**config.mk**
```make
export PLATFORM = sky130hd
export DESIGN_NAME = sum_sub_power_meter
export DESIGN_NICKNAME = d
export VERILOG_FILES = /design/src/rtl/sum_sub_power_meter_pkg.sv /design/src/rtl/iq_power_sq.sv /design/src/rtl/sum_sub_power_meter.sv
export SDC_FILE = /design/constraint.sdc
export NUM_CORES = 2
export LEC_CHECK = 0
export ABC_AREA = 1
export ABC_CLOCK_PERIOD_IN_PS = 8790
export CORE_ASPECT_RATIO = 2
export CORE_MARGIN = 2
export CORE_UTILIZATION = 60
export DETAILED_ROUTE_END_ITERATION = 8
export PLACE_DENSITY = 0.84
export SYNTH_ARGS = -nofsm -noshare
export SYNTH_HDL_FRONTEND = slang
export SYNTH_SLANG_ARGS = --single-unit
```
**constraint.sdc**
```tcl
create_clock -name sys_clk -period 8.79 [get_ports sys_clk]
set_input_delay 1.758 -clock sys_clk [delete_from_list [all_inputs] [get_ports sys_clk]]
set_output_delay 1.758 -clock sys_clk [all_outputs]
set_load 0.01 [all_outputs]
```
**src/rtl/sum_sub_power_meter_pkg.sv**
```systemverilog
// Shared types and constants for the sum/difference channel power meter.
// Holds the FSM state encoding, the I/Q field layout and the result latency.
package sum_sub_power_meter_pkg;

    typedef enum logic [1:0] {
        StIdle,
        StArmed,
        StAccum,
        StFlush
    } state_e;

    localparam int unsigned I_MSB = 31;
    localparam int unsigned I_LSB = 16;
    localparam int unsigned Q_MSB = 15;
    localparam int unsigned Q_LSB = 0;

    // Accepted eop cycle to pwr_valid, in clock cycles.
    localparam int unsigned PIPE_LATENCY = 5;

endpackage

```
**src/rtl/iq_power_sq.sv**
```systemverilog
// Two-stage registered I^2 + Q^2 for one packed signed I/Q sample.
// Free-running: qualification flags travel alongside in the instantiating module.
module iq_power_sq
    import sum_sub_power_meter_pkg::*;
(
    input  logic        sys_clk,
    input  logic        rst_n,
    input  logic [31:0] iq,
    output logic [31:0] power
);

    logic signed [15:0] i_s;
    logic signed [15:0] q_s;
    logic [31:0] i_sq_q;
    logic [31:0] q_sq_q;
    logic [31:0] power_q;

    assign i_s = iq[I_MSB:I_LSB];
    assign q_s = iq[Q_MSB:Q_LSB];

    // Each square is at most 2^30, so the sum always fits in 32 unsigned bits.
    always_ff @(posedge sys_clk or negedge rst_n) begin
        if (!rst_n) begin
            i_sq_q  <= '0;
            q_sq_q  <= '0;
            power_q <= '0;
        end else begin
            i_sq_q  <= 32'(32'(i_s) * 32'(i_s));
            q_sq_q  <= 32'(32'(q_s) * 32'(q_s));
            power_q <= i_sq_q + q_sq_q;
        end
    end

    assign power = power_q;

endmodule

```
**src/rtl/sum_sub_power_meter.sv**
```systemverilog
// Frame power meter for paired sum/difference ADC channels with framing-error detection.
// Define POWER_METER_LEN_CHECK_EN to also flag frames whose sample count differs from frame_len.
module sum_sub_power_meter
    import sum_sub_power_meter_pkg::*;
#(
    parameter int unsigned ACC_W = 48,
    parameter int unsigned CNT_W = 16
) (
    input  logic             sys_clk,
    input  logic             rst_n,
    input  logic             adc_data_sum_sop,
    input  logic             adc_data_sum_eop,
    input  logic             adc_data_sum_valid,
    input  logic [31:0]      adc_data_sum,
    input  logic             adc_data_sub_sop,
    input  logic             adc_data_sub_eop,
    input  logic             adc_data_sub_valid,
    input  logic [31:0]      adc_data_sub,
    input  logic             arm,
    input  logic [CNT_W-1:0] frame_len,
    output logic [ACC_W-1:0] pwr_sum,
    output logic [ACC_W-1:0] pwr_sub,
    output logic [CNT_W-1:0] sample_cnt,
    output logic             pwr_valid,
    output logic             busy,
    output logic             frame_err
);

    localparam logic [2:0] FLUSH_LAST = 3'(PIPE_LATENCY - 2);

    state_e     state_q, state_d;
    logic [2:0] flush_cnt_q, flush_cnt_d;
    logic       err_q, err_d;
    logic       accept, capture, load_out, frame_err_d;

    logic        s1_valid_q, s1_sop_q, s2_valid_q, s2_sop_q, s3_valid_q, s3_sop_q;
    logic [31:0] s1_sum_q, s1_sub_q, s3_pwr_sum, s3_pwr_sub;

    logic [ACC_W-1:0] acc_sum_q, acc_sub_q;
    logic [CNT_W-1:0] cnt_q;
    logic [ACC_W:0]   acc_sum_add, acc_sub_add;

    logic [ACC_W-1:0] pwr_sum_q, pwr_sub_q;
    logic [CNT_W-1:0] sample_cnt_q;
    logic             pwr_valid_q, frame_err_q;

    logic unused_inputs;

    assign accept  = adc_data_sum_valid & adc_data_sub_valid;
    assign capture = accept & (((state_q == StArmed) & adc_data_sum_sop) | (state_q == StAccum));

    always_comb begin
        state_d     = state_q;
        flush_cnt_d = flush_cnt_q;
        err_d       = err_q;
        load_out    = 1'b0;
        unique case (state_q)
            StIdle: begin
                if (arm) state_d = StArmed;
            end
            StArmed: begin
                if (accept && adc_data_sum_sop) begin
                    err_d       = 1'b0;
                    flush_cnt_d = '0;
                    state_d     = adc_data_sum_eop ? StFlush : StAccum;
                end
            end
            StAccum: begin
                if (adc_data_sum_valid ^ adc_data_sub_valid) err_d = 1'b1;
                if (accept && adc_data_sum_sop) err_d = 1'b1;
                if (accept && adc_data_sum_eop) begin
                    flush_cnt_d = '0;
                    state_d     = StFlush;
                end
            end
            StFlush: begin
                if (flush_cnt_q == FLUSH_LAST) begin
                    load_out = 1'b1;
                    state_d  = StIdle;
                end else begin
                    flush_cnt_d = flush_cnt_q + 3'd1;
                end
            end
            default: state_d = StIdle;
        endcase
    end

    always_ff @(posedge sys_clk or negedge rst_n) begin
        if (!rst_n) begin
            state_q     <= StIdle;
            flush_cnt_q <= '0;
            err_q       <= 1'b0;
        end else begin
            state_q     <= state_d;
            flush_cnt_q <= flush_cnt_d;
            err_q       <= err_d;
        end
    end

    // Input register; the sop flag follows each sample so the accumulator clears on it.
    always_ff @(posedge sys_clk or negedge rst_n) begin
        if (!rst_n) begin
            s1_valid_q <= 1'b0;
            s1_sop_q   <= 1'b0;
            s1_sum_q   <= '0;
            s1_sub_q   <= '0;
            s2_valid_q <= 1'b0;
            s2_sop_q   <= 1'b0;
            s3_valid_q <= 1'b0;
            s3_sop_q   <= 1'b0;
        end else begin
            s1_valid_q <= capture;
            s1_sop_q   <= capture & adc_data_sum_sop;
            if (capture) begin
                s1_sum_q <= adc_data_sum;
                s1_sub_q <= adc_data_sub;
            end
            s2_valid_q <= s1_valid_q;
            s2_sop_q   <= s1_sop_q;
            s3_valid_q <= s2_valid_q;
            s3_sop_q   <= s2_sop_q;
        end
    end

    iq_power_sq u_sq_sum (
        .sys_clk (sys_clk),
        .rst_n   (rst_n),
        .iq      (s1_sum_q),
        .power   (s3_pwr_sum)
    );

    iq_power_sq u_sq_sub (
        .sys_clk (sys_clk),
        .rst_n   (rst_n),
        .iq      (s1_sub_q),
        .power   (s3_pwr_sub)
    );

    assign acc_sum_add = {1'b0, acc_sum_q} + (ACC_W + 1)'(s3_pwr_sum);
    assign acc_sub_add = {1'b0, acc_sub_q} + (ACC_W + 1)'(s3_pwr_sub);

    always_ff @(posedge sys_clk or negedge rst_n) begin
        if (!rst_n) begin
            acc_sum_q <= '0;
            acc_sub_q <= '0;
            cnt_q     <= '0;
        end else if (s3_valid_q) begin
            if (s3_sop_q) begin
                acc_sum_q <= ACC_W'(s3_pwr_sum);
                acc_sub_q <= ACC_W'(s3_pwr_sub);
                cnt_q     <= CNT_W'(1);
            end else begin
                acc_sum_q <= acc_sum_add[ACC_W] ? '1 : acc_sum_add[ACC_W-1:0];
                acc_sub_q <= acc_sub_add[ACC_W] ? '1 : acc_sub_add[ACC_W-1:0];
                cnt_q     <= (&cnt_q) ? cnt_q : cnt_q + CNT_W'(1);
            end
        end
    end

`ifdef POWER_METER_LEN_CHECK_EN
    assign frame_err_d   = err_q | (cnt_q != frame_len);
    assign unused_inputs = ^{adc_data_sub_sop, adc_data_sub_eop};
`else
    assign frame_err_d   = err_q;
    assign unused_inputs = ^{adc_data_sub_sop, adc_data_sub_eop, frame_len};
`endif

    always_ff @(posedge sys_clk or negedge rst_n) begin
        if (!rst_n) begin
            pwr_sum_q    <= '0;
            pwr_sub_q    <= '0;
            sample_cnt_q <= '0;
            frame_err_q  <= 1'b0;
            pwr_valid_q  <= 1'b0;
        end else begin
            pwr_valid_q <= load_out;
            if (load_out) begin
                pwr_sum_q    <= acc_sum_q;
                pwr_sub_q    <= acc_sub_q;
                sample_cnt_q <= cnt_q;
                frame_err_q  <= frame_err_d;
            end
        end
    end

    assign pwr_sum    = pwr_sum_q;
    assign pwr_sub    = pwr_sub_q;
    assign sample_cnt = sample_cnt_q;
    assign frame_err  = frame_err_q;
    assign pwr_valid  = pwr_valid_q;
    assign busy       = (state_q != StIdle);

endmodule

```
==> impl_metrics.csv <==
group,metric,value,unit
status,status,"completed",
synthesis,ys_seq_area_frac,0.188,
sta,finalCriticalPeriod,6.67,ns
route,via_count,54100,
sta,worstMarginPinSlew,1.03,ns
route,drt_wl_total,187000,microns
synthesis,avgSynthCellArea,7.80,sq um
synthesis,async_flop_share,1.00,
die,die-height,471,microns
hold_path,hold_class,"reg2reg",
grt,grt.busiest_layer,"met2",
placed_design,gp_congestion,1.05,
clock_network,cts_buffer_depth,3,
placed_design,dp_hpwl,156000,microns
grt,grt_pass1_wl,298000,microns
clock_network,cts_buffers,49,
grt,grt_pass1_vias,58500,
die,dieArea,112000,sq um
sta,fin_tns_setup,0,ns
run,cap_violations,0,
grt,grt_start_max_net_pins,149,
worst_setup_path,startpoint_type,"flop",
die,die_w,237,microns
worst_setup_path,setup.worst_path.start,"s1_sum_q[15]",
grt,met2_usage,0.648,
worst_setup_path,crit-reg2reg-launch,"s1_sum_q[15]",
sta,max_slew_margin,0.315,
sta,post-route-period-util,0.759,
clock_network,cts_setup_buffers,0,
route,dr.pass1.iters,6,
synthesis,synth_area_leaders,"fa_1 29%, dfrtp_1 19%, nand2_1 12%",
finish,nNetsFinal,9938,
synthesis,yosysTopAreaCellShare,0.287,
sta,rsz0062_at_grt,"false",
worst_setup_path,endpoint_kind,"flop",
synthesis,synth.most_common_cell,"nand2_1",
clock_network,path_clk_slew,0.07,ns
grt,grt_usage,0.346,
worst_setup_path,crit_type,"reg2reg",
synthesis,synth.largest_area_cell,"fa_1",
hold_path,hp-start,"s2_sop_q",
synthesis,synthCells,8371,
route,drt-initial-drc-count,2872,
grt,grtUsageMet3,0.0431,
clock_network,cts_resized,0,
placed_design,portBuffers,185,
route,drc_errors,0,
finish,drive_above_1_share,0.0288,
clock_network,cts_tree,"done",
sta,finalHoldViolations,0,
synthesis,synth_cell_types,52,
die,coreArea,108000,sq um
grt,use_met1,0.328,
synthesis,synthesis.nets,9891,
sta,fmax,0.150,GHz
die,num_rows,171,
grt,antenna_found_initial,3,
sta,worst_hold_slack,0.354,ns
synthesis,synth_ff_type,"dfrtp_1",
clock_network,htreeDepth,2,
die,initial_core_util,0.603,
route,wl_per_cell,19.0,microns
clock_network,cts_root_buffer,"clkbuf_16",
synthesis,synthTopCellsByCount,"2121 x nand2_1, 2068 x inv_1, 937 x fa_1",
finish,area_growth,6.89,%
grt,overflow,0,
route,via_per_inst,5.49,
route,antenna_left,0,
die,io_pins,204,
synthesis,synth_warnings,0,
worst_setup_path,worstPathArrival,7.22,ns
sta,setup_viol_count_final,0,
synthesis,ys_seq_elements,490,
worst_setup_path,critPathRequiredTime,9.35,ns
synthesis,synth-edff-count,0,
sta,drv_slew,0,
synthesis,synth_area,65300,sq um
clock_network,holdBufCountCts,0,
clock_network,clock_latency,0.67,ns
worst_setup_path,cp_max_fo,25,
sta,finClkSkew,0.0173,ns
clock_network,clkSinkCount,490,
==> final cells by class <==
class / instances / area, sq um
Inverter: 2085 / 7840
Multi-Input combinational cell: 5584 / 44300
Tap cell: 1384 / 1730
Antenna cell: 2 / 5.00
Sequential cell: 490 / 12300
Timing Repair Buffer: 208 / 2050
Clock buffer: 63 / 1330
Fill cell: 9273 / 38400
Clock inverter: 28 / 254
==> state kept, by name (all words and copies together), names as in the netlist, 32 cells and up <==
name and flops:
acc_sum_q 48, s1_sub_q 32, pwr_sub 48, u_sq_sub.power 32, u_sq_sum.power 32, pwr_sum 48, acc_sub_q 48, s1_sum_q 32
==> routing by layer <==
layer / routed length (microns) / vias to the layer above
met5: 11 / -
met4: 19000 / 2
met3: 8520 / 883
met2: 101000 / 1967
met1: 59100 / 26200
li1: - / 25000
==> critical path, stage by stage, from the launching register on <==
cell and delay (ns):
dfrtp_1 0.90, clkinv_1 0.62, nor2_1 0.33, xnor2_1 0.11
ha_1 0.20, a31o_2 0.23, fa_1 0.53, fa_1 0.43
fa_1 0.50, fa_1 0.52, inv_1 0.06, fa_1 0.50
inv_1 0.05, ha_1 0.38, nand2_1 0.11, inv_1 0.09
nand2_1 0.07, nor2_1 0.25, nand4_1 0.16, nand3_1 0.15
nand2_1 0.06, nand2_1 0.07, xor2_1 0.22
==> logic make-up after synthesis <==
group	synth area share
compound gates	0.0603
mux	0.000153
xor+xnor	0.0343
buf+inv	0.134
flops	0.188
simple gates	0.202
fa+ha+maj	0.382
==> path summary, 6_finish.rpt <==
path                                       end  slack (ns)  cells after the start
max in group asynchronous  u_sq_sub.i_sq_q[11]        6.22                      2
hold / removal                        s3_sop_q        0.35                      0
hold reg to reg                       s3_sop_q        0.35                      0
min in group asynchronous           pwr_sub[1]        1.10                      1
setup / recovery           u_sq_sum.q_sq_q[26]        2.12                     22
setup reg to reg           u_sq_sum.q_sq_q[26]        2.12                     22
==> cells in the final DEF, fill, tap and decap left out, drive strengths merged, types with 11 or more instances in the layout <==
master         synthesis  final
nand2               2155   2155
inv                 2081   2089
fa                   937    937
nor2                 515    515
ha                   494    494
dfrtp                490    490
nand3                348    348
o21ai                297    297
a21oi                249    249
clkdlybuf4s50          0    184
xor2                 159    159
xnor2                 97     97
nand4                 73     73
nor3                  63     63
clkbuf               190     63
a21o                  44     44
o21bai                35     35
o22ai                 27     27
buf                   22     24
clkinv                 4     16
or2                   15     15
a31oi                 12     12
a21boi                11     11
==> per-stage QoR <==
stage / cell area (sq um) / std cells / setup WS [ns] / utilization
2_1_floorplan: 65300 / 8371 / 3.10 / -
3_3_place_gp: 68200 / 9751 / 2.28 / 0.630
3_5_place_dp: 68200 / 9751 / 2.22 / 0.630
4_1_cts: 69800 / 9842 / 2.18 / 0.645
5_1_grt: 69800 / 9843 / 1.83 / 0.645
6_report: 69800 / 9844 / 2.12 / 0.645
Power is not shown: default switching activity piles up to over one toggle a cycle in this logic, so the estimate is an artifact.
